## config.mk

```make
export PLATFORM = sky130hd
export DESIGN_NAME = inst_fetch
export DESIGN_NICKNAME = d
export VERILOG_FILES = /design/src/rtl/inst_fetch_pkg.sv /design/src/rtl/inst_fetch_pc_reg.sv /design/src/rtl/inst_fetch.sv
export SDC_FILE = /design/constraint.sdc
export NUM_CORES = 1
export LEC_CHECK = 0
export CAP_MARGIN = 5
export CORE_ASPECT_RATIO = 0.5
export CORE_MARGIN = 1
export CORE_UTILIZATION = 30
export CTS_BUF_LIST = sky130_fd_sc_hd__clkbuf_2 sky130_fd_sc_hd__clkbuf_4 sky130_fd_sc_hd__clkbuf_8
export DETAILED_ROUTE_END_ITERATION = 7
export PLACE_DENSITY = 0.54
export SLEW_MARGIN = 20
export SYNTH_ARGS = -nofsm -noshare
export SYNTH_HDL_FRONTEND = slang
export SYNTH_SLANG_ARGS = --single-unit
```

## constraint.sdc

```tcl
create_clock -name clk -period 5.3 [get_ports clk]
set_input_delay 1.06 -clock clk [delete_from_list [all_inputs] [get_ports clk]]
set_output_delay 1.06 -clock clk [all_outputs]
set_load 0.02 [all_outputs]
```

## src/rtl/inst_fetch_pkg.sv

```systemverilog
// Shared definitions for the instruction-fetch stage: widths, bubble encoding,
// fetch FSM state codes and next-address select codes.
package inst_fetch_pkg;

  localparam int OPCDE_W = 9;
  localparam int PC_W    = 8;
  localparam int CNT_W   = 16;

  // Bubble must decode as no write, no jump, no ack in the control decoder.
  localparam logic [OPCDE_W-1:0] BUBBLE = 9'h000;

  localparam logic [CNT_W-1:0] CNT_MAX = {CNT_W{1'b1}};
  localparam logic [CNT_W-1:0] CNT_ONE = {{(CNT_W-1){1'b0}}, 1'b1};

  localparam logic [1:0] ST_IDLE  = 2'd0;
  localparam logic [1:0] ST_PRIME = 2'd1;
  localparam logic [1:0] ST_RUN   = 2'd2;
  localparam logic [1:0] ST_DONE  = 2'd3;

  localparam logic [1:0] SEL_HOLD  = 2'd0;
  localparam logic [1:0] SEL_START = 2'd1;
  localparam logic [1:0] SEL_JUMP  = 2'd2;
  localparam logic [1:0] SEL_INC   = 2'd3;

  // Increment with carry-out; the MSB flags a wrap from all-ones to zero.
  function automatic logic [PC_W:0] pc_inc(input logic [PC_W-1:0] addr);
    return {1'b0, addr} + {{PC_W{1'b0}}, 1'b1};
  endfunction

endpackage

```

## src/rtl/inst_fetch_pc_reg.sv

```systemverilog
// Fetch-address and PC registers with the next-address mux
// (hold / start / jump / increment) and wrap detection.
module inst_fetch_pc_reg
  import inst_fetch_pkg::*;
(
  input  logic            clk,
  input  logic            rst_n,
  input  logic [1:0]      sel,
  input  logic            pc_load,
  input  logic [PC_W-1:0] start_addr,
  input  logic [PC_W-1:0] jmp_tgt,
  output logic [PC_W-1:0] fetch_addr,
  output logic [PC_W-1:0] pc,
  output logic            wrap
);

  logic [PC_W-1:0] fetch_addr_r;
  logic [PC_W-1:0] pc_r;
  logic [PC_W-1:0] fetch_nxt_s;
  logic [PC_W:0]   inc_s;

  // Next fetch address selection; wrap only reported on an increment.
  always_comb begin
    inc_s       = pc_inc(fetch_addr_r);
    fetch_nxt_s = fetch_addr_r;
    wrap        = 1'b0;
    case (sel)
      SEL_HOLD:  fetch_nxt_s = fetch_addr_r;
      SEL_START: fetch_nxt_s = start_addr;
      SEL_JUMP:  fetch_nxt_s = jmp_tgt;
      SEL_INC: begin
        fetch_nxt_s = inc_s[PC_W-1:0];
        wrap        = inc_s[PC_W];
      end
      default:   fetch_nxt_s = fetch_addr_r;
    endcase
  end

  // The word read at fetch_addr is presented next cycle, so pc trails it by one load.
  always_ff @(posedge clk or negedge rst_n) begin
    if (!rst_n) begin
      fetch_addr_r <= {PC_W{1'b0}};
      pc_r         <= {PC_W{1'b0}};
    end else begin
      fetch_addr_r <= fetch_nxt_s;
      if (pc_load) begin
        pc_r <= fetch_addr_r;
      end else begin
        pc_r <= pc_r;
      end
    end
  end

  assign fetch_addr = fetch_addr_r;
  assign pc         = pc_r;

endmodule

```

## src/rtl/inst_fetch.sv

```systemverilog
// Program-counter / instruction-fetch stage feeding the control decoder:
// start, sequential fetch, 1-bubble jumps, stall hold, DNE stop and retire count.
module inst_fetch
  import inst_fetch_pkg::*;
(
  input  logic               clk,
  input  logic               rst_n,
  input  logic               start,
  input  logic [PC_W-1:0]    start_addr,
  input  logic               stall,
  input  logic               pgm_jmp,
  input  logic [PC_W-1:0]    jmp_tgt,
  input  logic               ack,
  output logic [PC_W-1:0]    imem_addr,
  input  logic [OPCDE_W-1:0] imem_data,
  output logic [OPCDE_W-1:0] op_cde,
  output logic               op_vld,
  output logic [PC_W-1:0]    pc,
  output logic               done,
  output logic               pc_ovf,
  output logic [CNT_W-1:0]   ins_cnt
);

  logic [1:0]         state_r, state_nxt_s;
  logic               op_vld_r, op_vld_nxt_s;
  logic               squash_r, squash_nxt_s;
  logic               done_r, done_nxt_s;
  logic               pc_ovf_r;
  logic [CNT_W-1:0]   ins_cnt_r;
  logic               held_r;
  logic [OPCDE_W-1:0] held_data_r;
  logic [1:0]         sel_s;
  logic               pc_load_s;
  logic               ovf_en_s;
  logic               wrap_s;
  logic               start_go_s;
  logic               live_s;
  logic               ack_go_s;
  logic               jmp_go_s;

  assign start_go_s = start && !stall && ((state_r == ST_IDLE) || (state_r == ST_DONE));
  assign live_s     = op_vld_r && !stall;
  assign ack_go_s   = live_s && ack;
  assign jmp_go_s   = live_s && pgm_jmp && !ack;

  inst_fetch_pc_reg u_pc_reg (
    .clk        (clk),
    .rst_n      (rst_n),
    .sel        (sel_s),
    .pc_load    (pc_load_s),
    .start_addr (start_addr),
    .jmp_tgt    (jmp_tgt),
    .fetch_addr (imem_addr),
    .pc         (pc),
    .wrap       (wrap_s)
  );

  // Fetch FSM: next state, address select and valid/squash/done updates.
  always_comb begin
    state_nxt_s  = state_r;
    op_vld_nxt_s = op_vld_r;
    squash_nxt_s = squash_r;
    done_nxt_s   = done_r;
    sel_s        = SEL_HOLD;
    pc_load_s    = 1'b0;
    ovf_en_s     = 1'b0;
    case (state_r)
      ST_IDLE, ST_DONE: begin
        if (start_go_s) begin
          state_nxt_s = ST_PRIME;
          sel_s       = SEL_START;
          done_nxt_s  = 1'b0;
        end else begin
          state_nxt_s = state_r;
        end
      end
      ST_PRIME: begin
        if (!stall) begin
          state_nxt_s  = ST_RUN;
          sel_s        = SEL_INC;
          pc_load_s    = 1'b1;
          ovf_en_s     = 1'b1;
          op_vld_nxt_s = 1'b1;
        end else begin
          state_nxt_s = ST_PRIME;
        end
      end
      ST_RUN: begin
        if (stall) begin
          state_nxt_s = ST_RUN;
        end else if (ack_go_s) begin
          state_nxt_s  = ST_DONE;
          done_nxt_s   = 1'b1;
          op_vld_nxt_s = 1'b0;
          squash_nxt_s = 1'b0;
        end else if (jmp_go_s) begin
          sel_s        = SEL_JUMP;
          pc_load_s    = 1'b1;
          op_vld_nxt_s = 1'b0;
          squash_nxt_s = 1'b1;
        end else if (squash_r) begin
          // fetch_addr already holds the target; stepping it is a jump follow-on, not a wrap.
          sel_s        = SEL_INC;
          pc_load_s    = 1'b1;
          op_vld_nxt_s = 1'b1;
          squash_nxt_s = 1'b0;
        end else begin
          sel_s     = SEL_INC;
          pc_load_s = 1'b1;
          ovf_en_s  = 1'b1;
        end
      end
      default: begin
        state_nxt_s  = ST_IDLE;
        op_vld_nxt_s = 1'b0;
        squash_nxt_s = 1'b0;
        done_nxt_s   = 1'b0;
      end
    endcase
  end

  // FSM and flag registers.
  always_ff @(posedge clk or negedge rst_n) begin
    if (!rst_n) begin
      state_r  <= ST_IDLE;
      op_vld_r <= 1'b0;
      squash_r <= 1'b0;
      done_r   <= 1'b0;
    end else begin
      state_r  <= state_nxt_s;
      op_vld_r <= op_vld_nxt_s;
      squash_r <= squash_nxt_s;
      done_r   <= done_nxt_s;
    end
  end

  // Sticky wrap flag and saturating retired-instruction counter, cleared by start.
  always_ff @(posedge clk or negedge rst_n) begin
    if (!rst_n) begin
      pc_ovf_r  <= 1'b0;
      ins_cnt_r <= {CNT_W{1'b0}};
    end else if (start_go_s) begin
      pc_ovf_r  <= 1'b0;
      ins_cnt_r <= {CNT_W{1'b0}};
    end else begin
      pc_ovf_r <= pc_ovf_r | (wrap_s & ovf_en_s);
      if (live_s && (ins_cnt_r != CNT_MAX)) begin
        ins_cnt_r <= ins_cnt_r + CNT_ONE;
      end else begin
        ins_cnt_r <= ins_cnt_r;
      end
    end
  end

  // The ROM moves on to the next address while stalled, so capture the presented word.
  always_ff @(posedge clk or negedge rst_n) begin
    if (!rst_n) begin
      held_r      <= 1'b0;
      held_data_r <= BUBBLE;
    end else if (stall && op_vld_r) begin
      if (!held_r) begin
        held_r      <= 1'b1;
        held_data_r <= imem_data;
      end else begin
        held_data_r <= held_data_r;
      end
    end else begin
      held_r      <= 1'b0;
      held_data_r <= held_data_r;
    end
  end

  assign op_cde  = op_vld_r ? (held_r ? held_data_r : imem_data) : BUBBLE;
  assign op_vld  = op_vld_r;
  assign done    = done_r;
  assign pc_ovf  = pc_ovf_r;
  assign ins_cnt = ins_cnt_r;

endmodule

```

## Yosys cells after proc, flatten, opt, wreduce, memory -nomap -nowiden

Index checks and enable logic that the tools add are counted.

| storage, ports and cells | value |
|---|---|
| register bits after elaboration | 48 |
| input bits | 31 |
| logic and storage cells | 89 |

| operators by class | value |
|---|---|
| add/sub/neg operators | 2 |
| equal/unequal tests | 13 |
| muxes and demuxes | 40 |
| bitwise operators | 3 |
| reductions and logical operators | 21 |

Operators by type and width:

| kind | count |
|---|---|
| $mux W16 | 2 |
| $pmux W8 S3 | 1 |
| $mux W1 | 22 |
| $mux W9 | 2 |
| $add A16 B1 Y16 const B | 1 |
| $ne A16 B16 Y1 const B | 1 |
| $mux W2 | 7 |
| $pmux W2 S3 | 2 |
| $add A8 B1 Y9 const B | 1 |
| $eq A2 B2 Y1 const B | 4 |
| $logic_and A1 B1 Y1 | 8 |
| $ne A2 B2 Y1 const B | 4 |
| $pmux W1 S2 | 4 |
| $reduce_and A4 Y1 | 2 |
| $reduce_bool A2 Y1 | 3 |
| $eq A2 B1 Y1 const B | 2 |
| $logic_not A2 Y1 | 2 |
| $ne A4 B4 Y1 const B | 1 |
| $reduce_and A2 Y1 | 2 |
| $ne A3 B3 Y1 const B | 1 |
| $logic_not A1 Y1 | 2 |
| $reduce_or A2 Y1 | 1 |
| $and A1 B1 Y1 | 1 |
| $logic_or A1 B1 Y1 | 1 |
| other kinds (2) | 2 |

## Logic depth before layout (Yosys ltp)

Gate-level depths: netlist (run 1).

| logic depth | value |
|---|---|
| depth after elaboration | 13 |
| gate-level depth with buffers | 8 |

## Modules after synthesis

From an unflattened synthesis (run 1), not the netlist that was laid out.

| second synthesis, totals | value |
|---|---|
| cells, all modules | 269 |
| area, all modules | 2795.2 µm² |

By module, submodules not included:

| module | times used | cells an instance | area each (µm²) | seq. area each (µm²) |
|---|---|---|---|---|
| inst_fetch | 1 | 195 | 1885.6 | 800.8 |
| inst_fetch_pc_reg | 1 | 74 | 909.6 | 400.4 |

## Worst setup path after synthesis (run 1)

No wires, ideal clock.

| timing path | value |
|---|---|
| path kind | in2out |
| start | in imem_data[0] |
| end | out op_cde[0] |
| data arrival time | 1.428 ns |
| required time | 4.240 ns |
| path slack | 2.812 ns |
| stages | 2 |
| buffers on the path | 0 |
| path through | mux2i_1 > nor2b_1 |

| on the way | value |
|---|---|
| cells in the longest elaborated chain, start to end | 2 |

Ends and longest elaborated chain:

| item | line | source |
|---|---|---|
| start: declaration | inst_fetch.sv:15 | `input logic [OPCDE_W-1:0] imem_data,` |
| $mux W9 | - |  |
| $mux W9 | inst_fetch.sv:173 | `assign op_cde = op_vld_r ? (held_r ? held_data_r : imem_data) : BUBBLE;` |
| end: declaration | inst_fetch.sv:16 | `output logic [OPCDE_W-1:0] op_cde,` |

No other way between the ends.

## Final worst setup path (run 1)

| timing path | value |
|---|---|
| start | in imem_data[3] |
| end | out op_cde[3] |

Same word-level chain as after synthesis.

==> run_results.csv, run 1 <==
group,metric,value,unit
synth,async_flop_share,100,%
power_and_ir_drop,clockPowerShare,12.8,%
floorplanning,die_y,68.7,um
clock_tree,cts_buffers,5,
clock_tree,path_clk_slew,0.09,ns
placed_design,dp.cells,465,
clock_tree,htreeDepth,2,
power_and_ir_drop,ir_worst_vdd,0.000206,V
synth,yosysTopAreaCellShare,45.0,%
power_and_ir_drop,pwr-share-comb,50.6,%
synth,synth_commonest_cells,"nand2_1 (54), dfrtp_1 (48), a21oi_1 (16), nor2_1 (16), mux2i_1 (13)",
layout,fillers,805,
synth,yosysSeqAreaShare,45.0,%
power_and_ir_drop,power_leakage,0.00146,uW
placed_design,port_buffers,74,
sta,fmax,292,MHz
sta,finalCritPeriodShare,64.7,%
power_and_ir_drop,powerDensity,477,mW/mm^2
route,vias,2479,
grt,first_global_vias,2281,
grt,overflow,0,
synth,syn_avg_cell_area,9.19,um^2
power_and_ir_drop,switching_power,705,uW
route,viasPerCell,5.25,
floorplanning,initial_utilization,32.1,%
clock_tree,root_buffer,"clkbuf_8",
sta,tns,0,ns
sta,tightest_slew,0.968,ns
floorplanning,core-area,0.00832,mm^2
worst_setup_path,worstPathArrival,2.37,ns
route,antenna_left,0,
route,drc,0,
worst_setup_path,crit_path_end_kind,"output pin",
power_and_ir_drop,power,1710,uW
worst_setup_path,cpMostUsedCell,"clkdlybuf4s50_1",
grt,grt_usage,16.3,%
worst_setup_path,path_cells,"clkdlybuf4s50_1, mux2i_1, nor2b_1, clkdlybuf4s50_1",
status,status,"finished, final reports clean",
synth,yosys.area.top_type,"dfrtp_1",
job,drv_cap,0,
floorplanning,die_x,135,um
worst_setup_path,criticalPathCategory,"in2out",
route,dr.first_iter.drc_count,142,
sta,period_needed,3.43,ns
grt,grt_max_degree,49,
worst_setup_path,cpMaxStageDelayCell,"clkdlybuf4s50_1",
sta,slew_violations,0,
clock_tree,clock_latency,0.30,ns
sta,rsz0062_at_grt,"no",
clock_tree,cts.sinks,48,
route,firstDrtPassIters,4,
synth,synth_enable_flop_cells,0,
sta,timing_hold_violations_final,0,
sta,slew-limit-headroom,34.9,%
synth,post-synth-top-count-cell,"nand2_1",
synth,synthFlopType,"dfrtp_1",
sta,fin_skew,0.00365,ns
power_and_ir_drop,switching_share,41.2,%
worst_setup_path,crit_path_start_kind,"primary input",
clock_tree,ctsResizeCount,0,
layout,final_cells,472,
clock_tree,post_cts_buffers,0,
route,avgRoutedWirePerCell,15.0,um
synth,synth_cells,290,
power_and_ir_drop,p_int,1010,uW
placed_design,dpl.hpwl,4.95,mm
min_path,hold_path_class,"reg2reg",
layout,syn_to_final_growth,34.5,%
power_and_ir_drop,seq_power_share,36.6,%
floorplanning,num_rows,23,
clock_tree,hold_buffers,0,
clock_tree,cts_tree,"built",
sta,setup_viol,0,
synth,synth.cell_area,0.00267,mm^2
layout,fin_nets,395,
clock_tree,clockBufferDepth,2,
synth,synthDistinctLibCells,50,
floorplanning,ios,75,
synth,synth.area.top_cells,"dfrtp_1 (45%), nand2_1 (7.6%), mux2i_1 (4.9%), mux2_2 (4.2%), a21oi_1 (3.0%)",
grt,grt_first_pass_wirelength,11.6,mm
layout,antennaDiodeCount,0,
synth,ys_warn_count,0,
grt,antenna_found_initial,0,
worst_setup_path,cp_max_fo,2,
synth,synth_nets,325,
worst_setup_path,required,4.24,ns
synth,synth-seq-cells,48,
floorplanning,dieArea,0.00929,mm^2
layout,drive_above_1_share,6.39,%
route,wirelength,7.07,mm
worst_setup_path,cpPeakStageDelay,0.62,ns
placed_design,gp_congestion,0.796,
==> worst paths after layout <==
kind / slack (ns) / depth (start not counted) / end / from
hold reg to reg: 0.48 / 2 / u_pc_reg.pc[6] / u_pc_reg.pc[6]
min in group asynchronous: 0.84 / 2 / u_pc_reg.pc[6] / rst_n
max in group asynchronous: 4.03 / 2 / held_r / rst_n
setup / recovery: 1.87 / 4 / op_cde[3] / imem_data[3]
setup reg to reg: 2.89 / 4 / ins_cnt[14] / op_vld
hold / removal: 0.48 / 2 / u_pc_reg.pc[6] / u_pc_reg.pc[6]
==> layout make-up <==
type	count	area [um^2]	share of cell area [%]
Inverter	3	11.3	0.314
Tap cell	112	140	3.91
Sequential cell	48	1200	33.5
Clock buffer	6	76.3	2.13
Clock inverter	1	5.00	0.140
Timing Repair Buffer	76	751	20.9
Multi-Input combinational cell	226	1400	39.1
==> critical path: cells and delay by family <==
kind          cells  cell delay [ns]
buf+inv           2             1.10
simple gates      1             0.13
mux               1             0.08
==> metrics by stage <==
stage	hold slack, ns	setup slack (ns)	instance area, um^2	utilization (%)
2_1_floorplan	0.479	2.81	2670	-
3_3_place_gp	0.459	1.89	3510	42.2
3_5_place_dp	0.465	1.86	3510	42.2
4_1_cts	0.486	1.85	3590	43.1
5_1_grt	0.533	1.80	3590	43.1
6_report	0.482	1.87	3590	43.1
==> power by group through the flow <==
stage | combinational, uW | clock [uW] | sequential (uW)
floorplan | 458 | 0 | 679
global placement | 864 | 0 | 629
detailed placement | 871 | 0 | 632
CTS | 874 | 229 | 627
global route | 954 | 246 | 651
finish | 865 | 219 | 627
==> per-layer routing <==
| metal | up-vias | global-route usage, % | wire length (um) |
|---|---|---|---|
| li1 | 1195 | - | - |
| met1 | 1194 | 21.7 | 3490 |
| met2 | 82 | 26.4 | 3080 |
| met3 | 8 | 3.87 | 424 |
| met4 | 0 | 5.48 | 80 |
| met5 | - | 0 | 0 |
==> cells by family (layout without fill, tap and decap cells) <==
group,count (synthesis),after routing,synth area share (%)
and+or+nand+nor,136,136,25.7
DFF,48,48,45.0
buffers and inverters,16,86,2.35
muxes,23,23,9.10
xor gates and xnor gates,5,5,1.64
adders and majority gates,4,4,1.88
AOI/OAI and AO/OA,58,58,14.3
==> cells in the final DEF, fill, tap and decap left out, drive strengths merged, types with 6 or more instances in the layout <==
master,synthesis,routed
nand2,54,54
a21oi,16,16
clkbuf,11,6
mux2,10,10
or3,7,7
o21ai,9,9
clkdlybuf4s50,0,73
a31oi,7,7
nor2b,11,11
dfrtp,48,48
nor2,16,16
nor3,8,8
nand2b,10,10
nand3,7,7
mux2i,13,13
==> flip-flops by register name, indices dropped and copies added, names as in the netlist <==
name / cells
done: 1
held_data_r: 9
held_r: 1
ins_cnt: 16
op_vld: 1
pc_ovf: 1
squash_r: 1
state_r: 2
u_pc_reg.fetch_addr: 8
u_pc_reg.pc: 8
Power figures use the tool's default switching activity.
==> run 2: changes to the inputs <==
clock period = 3.4 ns   (was 5.3 ns; I/O delays follow)
==> run 2 against run 1 <==
Compared with the run above: flip-flop and latch count stayed put; power is 62% higher; critical path type unchanged; sequential share of layout area is 0.62 points lower; global-route usage is 0.64 points higher; clock power is 93% higher; non-clock buffer count is 5 higher; register-to-register slack worse by 1.8 ns; worst setup slack worse by 1.1 ns.
==> run_results.csv, run 2 (synthesized netlist as in run 1, its figures left out) <==
group,metric,value,unit
sta,tns,0,ns
floorplanning,dieArea,0.00929,mm^2
layout,largest_reg_flops,16,
clock_tree,ctsResizeCount,0,
power_and_ir_drop,p_int,1650,uW
power_and_ir_drop,ir_worst_vdd,0.000378,V
placed_design,place_area,0.00354,mm^2
power_and_ir_drop,seq_power_share,35.1,%
layout,layout_commonest_cell,"clkdlybuf4s50_1",
worst_setup_path,crit_path_end_kind,"output pin",
grt,first_global_vias,2441,
sta,fin_skew,0.00552,ns
power_and_ir_drop,clockPowerShare,15.2,%
sta,finalCritPeriodShare,78.4,%
route,wirelength,7.33,mm
sta,hold_ws,0.387,ns
worst_setup_path,rrSetupSlack,1.12,ns
layout,final_cell_mix,"clkdlybuf4s50_1 (73), nand2_1 (54), dfrtp_1 (48)",
clock_tree,cts.sinks,48,
floorplanning,die_y,68.7,um
clock_tree,hold_buffers,0,
clock_tree,post_cts_buffers,0,
floorplanning,initial_utilization,32.1,%
placed_design,dpl.hpwl,5.32,mm
route,avgRoutedWirePerCell,15.3,um
worst_setup_path,cpPeakStageDelay,0.61,ns
route,vias,2469,
worst_setup_path,criticalPathCategory,"in2out",
worst_setup_path,crit_path_start_kind,"primary input",
power_and_ir_drop,pwr-share-comb,49.6,%
worst_setup_path,path_cells,"clkdlybuf4s50_1, mux2i_1, nor2b_1, clkdlybuf4s50_1",
sta,fmax,375,MHz
worst_setup_path,cpMostUsedCell,"clkdlybuf4s50_1",
power_and_ir_drop,switching_power,1120,uW
layout,drive_above_1_share,7.92,%
worst_setup_path,cpMaxStageDelayCell,"clkdlybuf4s50_1",
placed_design,gp_congestion,0.790,
route,antenna_left,0,
sta,slew_violations,0,
power_and_ir_drop,switching_share,40.3,%
route,drc,0,
worst_setup_path,critPathCapture,"op_cde[8]",
placed_design,port_buffers,74,
worst_setup_path,setup.worst_path.start,"imem_data[8]",
worst_setup_path,ff2ff_path_depth,5,
layout,stdcell_area,0.00365,mm^2
route,viasPerCell,5.17,
layout,fin_nets,400,
grt,overflow,0,
clock_tree,cts_buffers,5,
grt,grt_usage,17.0,%
worst_setup_path,worstPathArrival,1.99,ns
clock_tree,path_clk_slew,0.09,ns
clock_tree,root_buffer,"clkbuf_8",
worst_setup_path,cp_max_fo,2,
clock_tree,htreeDepth,2,
floorplanning,ios,75,
grt,antenna_found_initial,0,
layout,final_cells,478,
sta,timing_hold_violations_final,0,
grt,grt_max_degree,29,
clock_tree,cts_tree,"built",
status,status,"finished, final reports clean",
power_and_ir_drop,power,2770,uW
worst_setup_path,r2r_end,"ins_cnt[3]",
route,firstDrtPassIters,4,
job,drv_cap,0,
worst_setup_path,r2r_start,"ins_cnt[1]",
route,dr.first_iter.drc_count,120,
clock_tree,clock_latency,0.31,ns
grt,grt_first_pass_wirelength,12.3,mm
power_and_ir_drop,power_leakage,0.00150,uW
sta,slew-limit-headroom,30.7,%
floorplanning,num_rows,23,
power_and_ir_drop,powerDensity,758,mW/mm^2
worst_setup_path,critPathTopFamily,"buffers and inverters",
worst_setup_path,cp_num_buf_inv,2,
layout,antennaDiodeCount,0,
sta,setup_viol,0,
min_path,hold_path_class,"in2async",
clock_tree,clockBufferDepth,2,
layout,syn_to_final_growth,37.1,%
layout,fillers,791,
floorplanning,core-area,0.00832,mm^2
sta,period_needed,2.67,ns
worst_setup_path,cp.depth,4,
floorplanning,die_x,135,um
sta,tightest_slew,1.03,ns
worst_setup_path,required,2.72,ns
placed_design,dp.cells,470,
sta,rsz0062_at_grt,"no",
==> run 2: power by group through the flow <==
| stage | Sequential [uW] | Clock, uW | Combinational [uW] |
|---|---|---|---|
| 2_1_floorplan | 1060 | 0 | 714 |
| 3_3_place_gp | 980 | 0 | 1360 |
| 3_5_place_dp | 984 | 0 | 1390 |
| 4_1_cts | 975 | 442 | 1390 |
| 5_1_grt | 1010 | 465 | 1510 |
| 6_report | 974 | 422 | 1380 |
==> run 2: cell type report <==
type	count	area, um^2	share of cell area (%)
Multi-Input combinational cell	226	1400	38.4
Sequential cell	48	1200	32.9
Timing Repair Buffer	81	788	21.6
Tap cell	112	140	3.83
Clock buffer	5	68.8	1.88
Clock inverter	3	42.5	1.16
Inverter	3	11.3	0.308
==> run 2: per-layer routing <==
layer  wire length [um]  GRT usage, %  share of wire (%)  vias to the layer above
met1               3650          22.2                 50                     1211
met2               3270          28.7                 45                       55
met3                370          4.02                5.0                        6
met5                  0             0                  0                        -
met4                 47          4.21               0.64                        0
li1                   -             -                  -                     1197
==> run 2: how the worst min path moves through the flow <==
stage	end	cells after the start
2_1_floorplan	done	0
3_3_place_gp	u_pc_reg.pc[7]	2
3_5_place_dp	u_pc_reg.pc[0]	2
4_1_cts	u_pc_reg.pc[6]	1
5_1_grt	u_pc_reg.pc[5]	1
6_report	u_pc_reg.pc[6]	1
==> run 2: per-stage QoR <==
stage	setup WS (ns)	utilization [%]
final	0.734	43.9
after global routing	0.660	43.9
after CTS	0.716	43.9
after detailed placement	0.585	42.6
after global placement	0.659	42.6
after floorplan	1.32	-
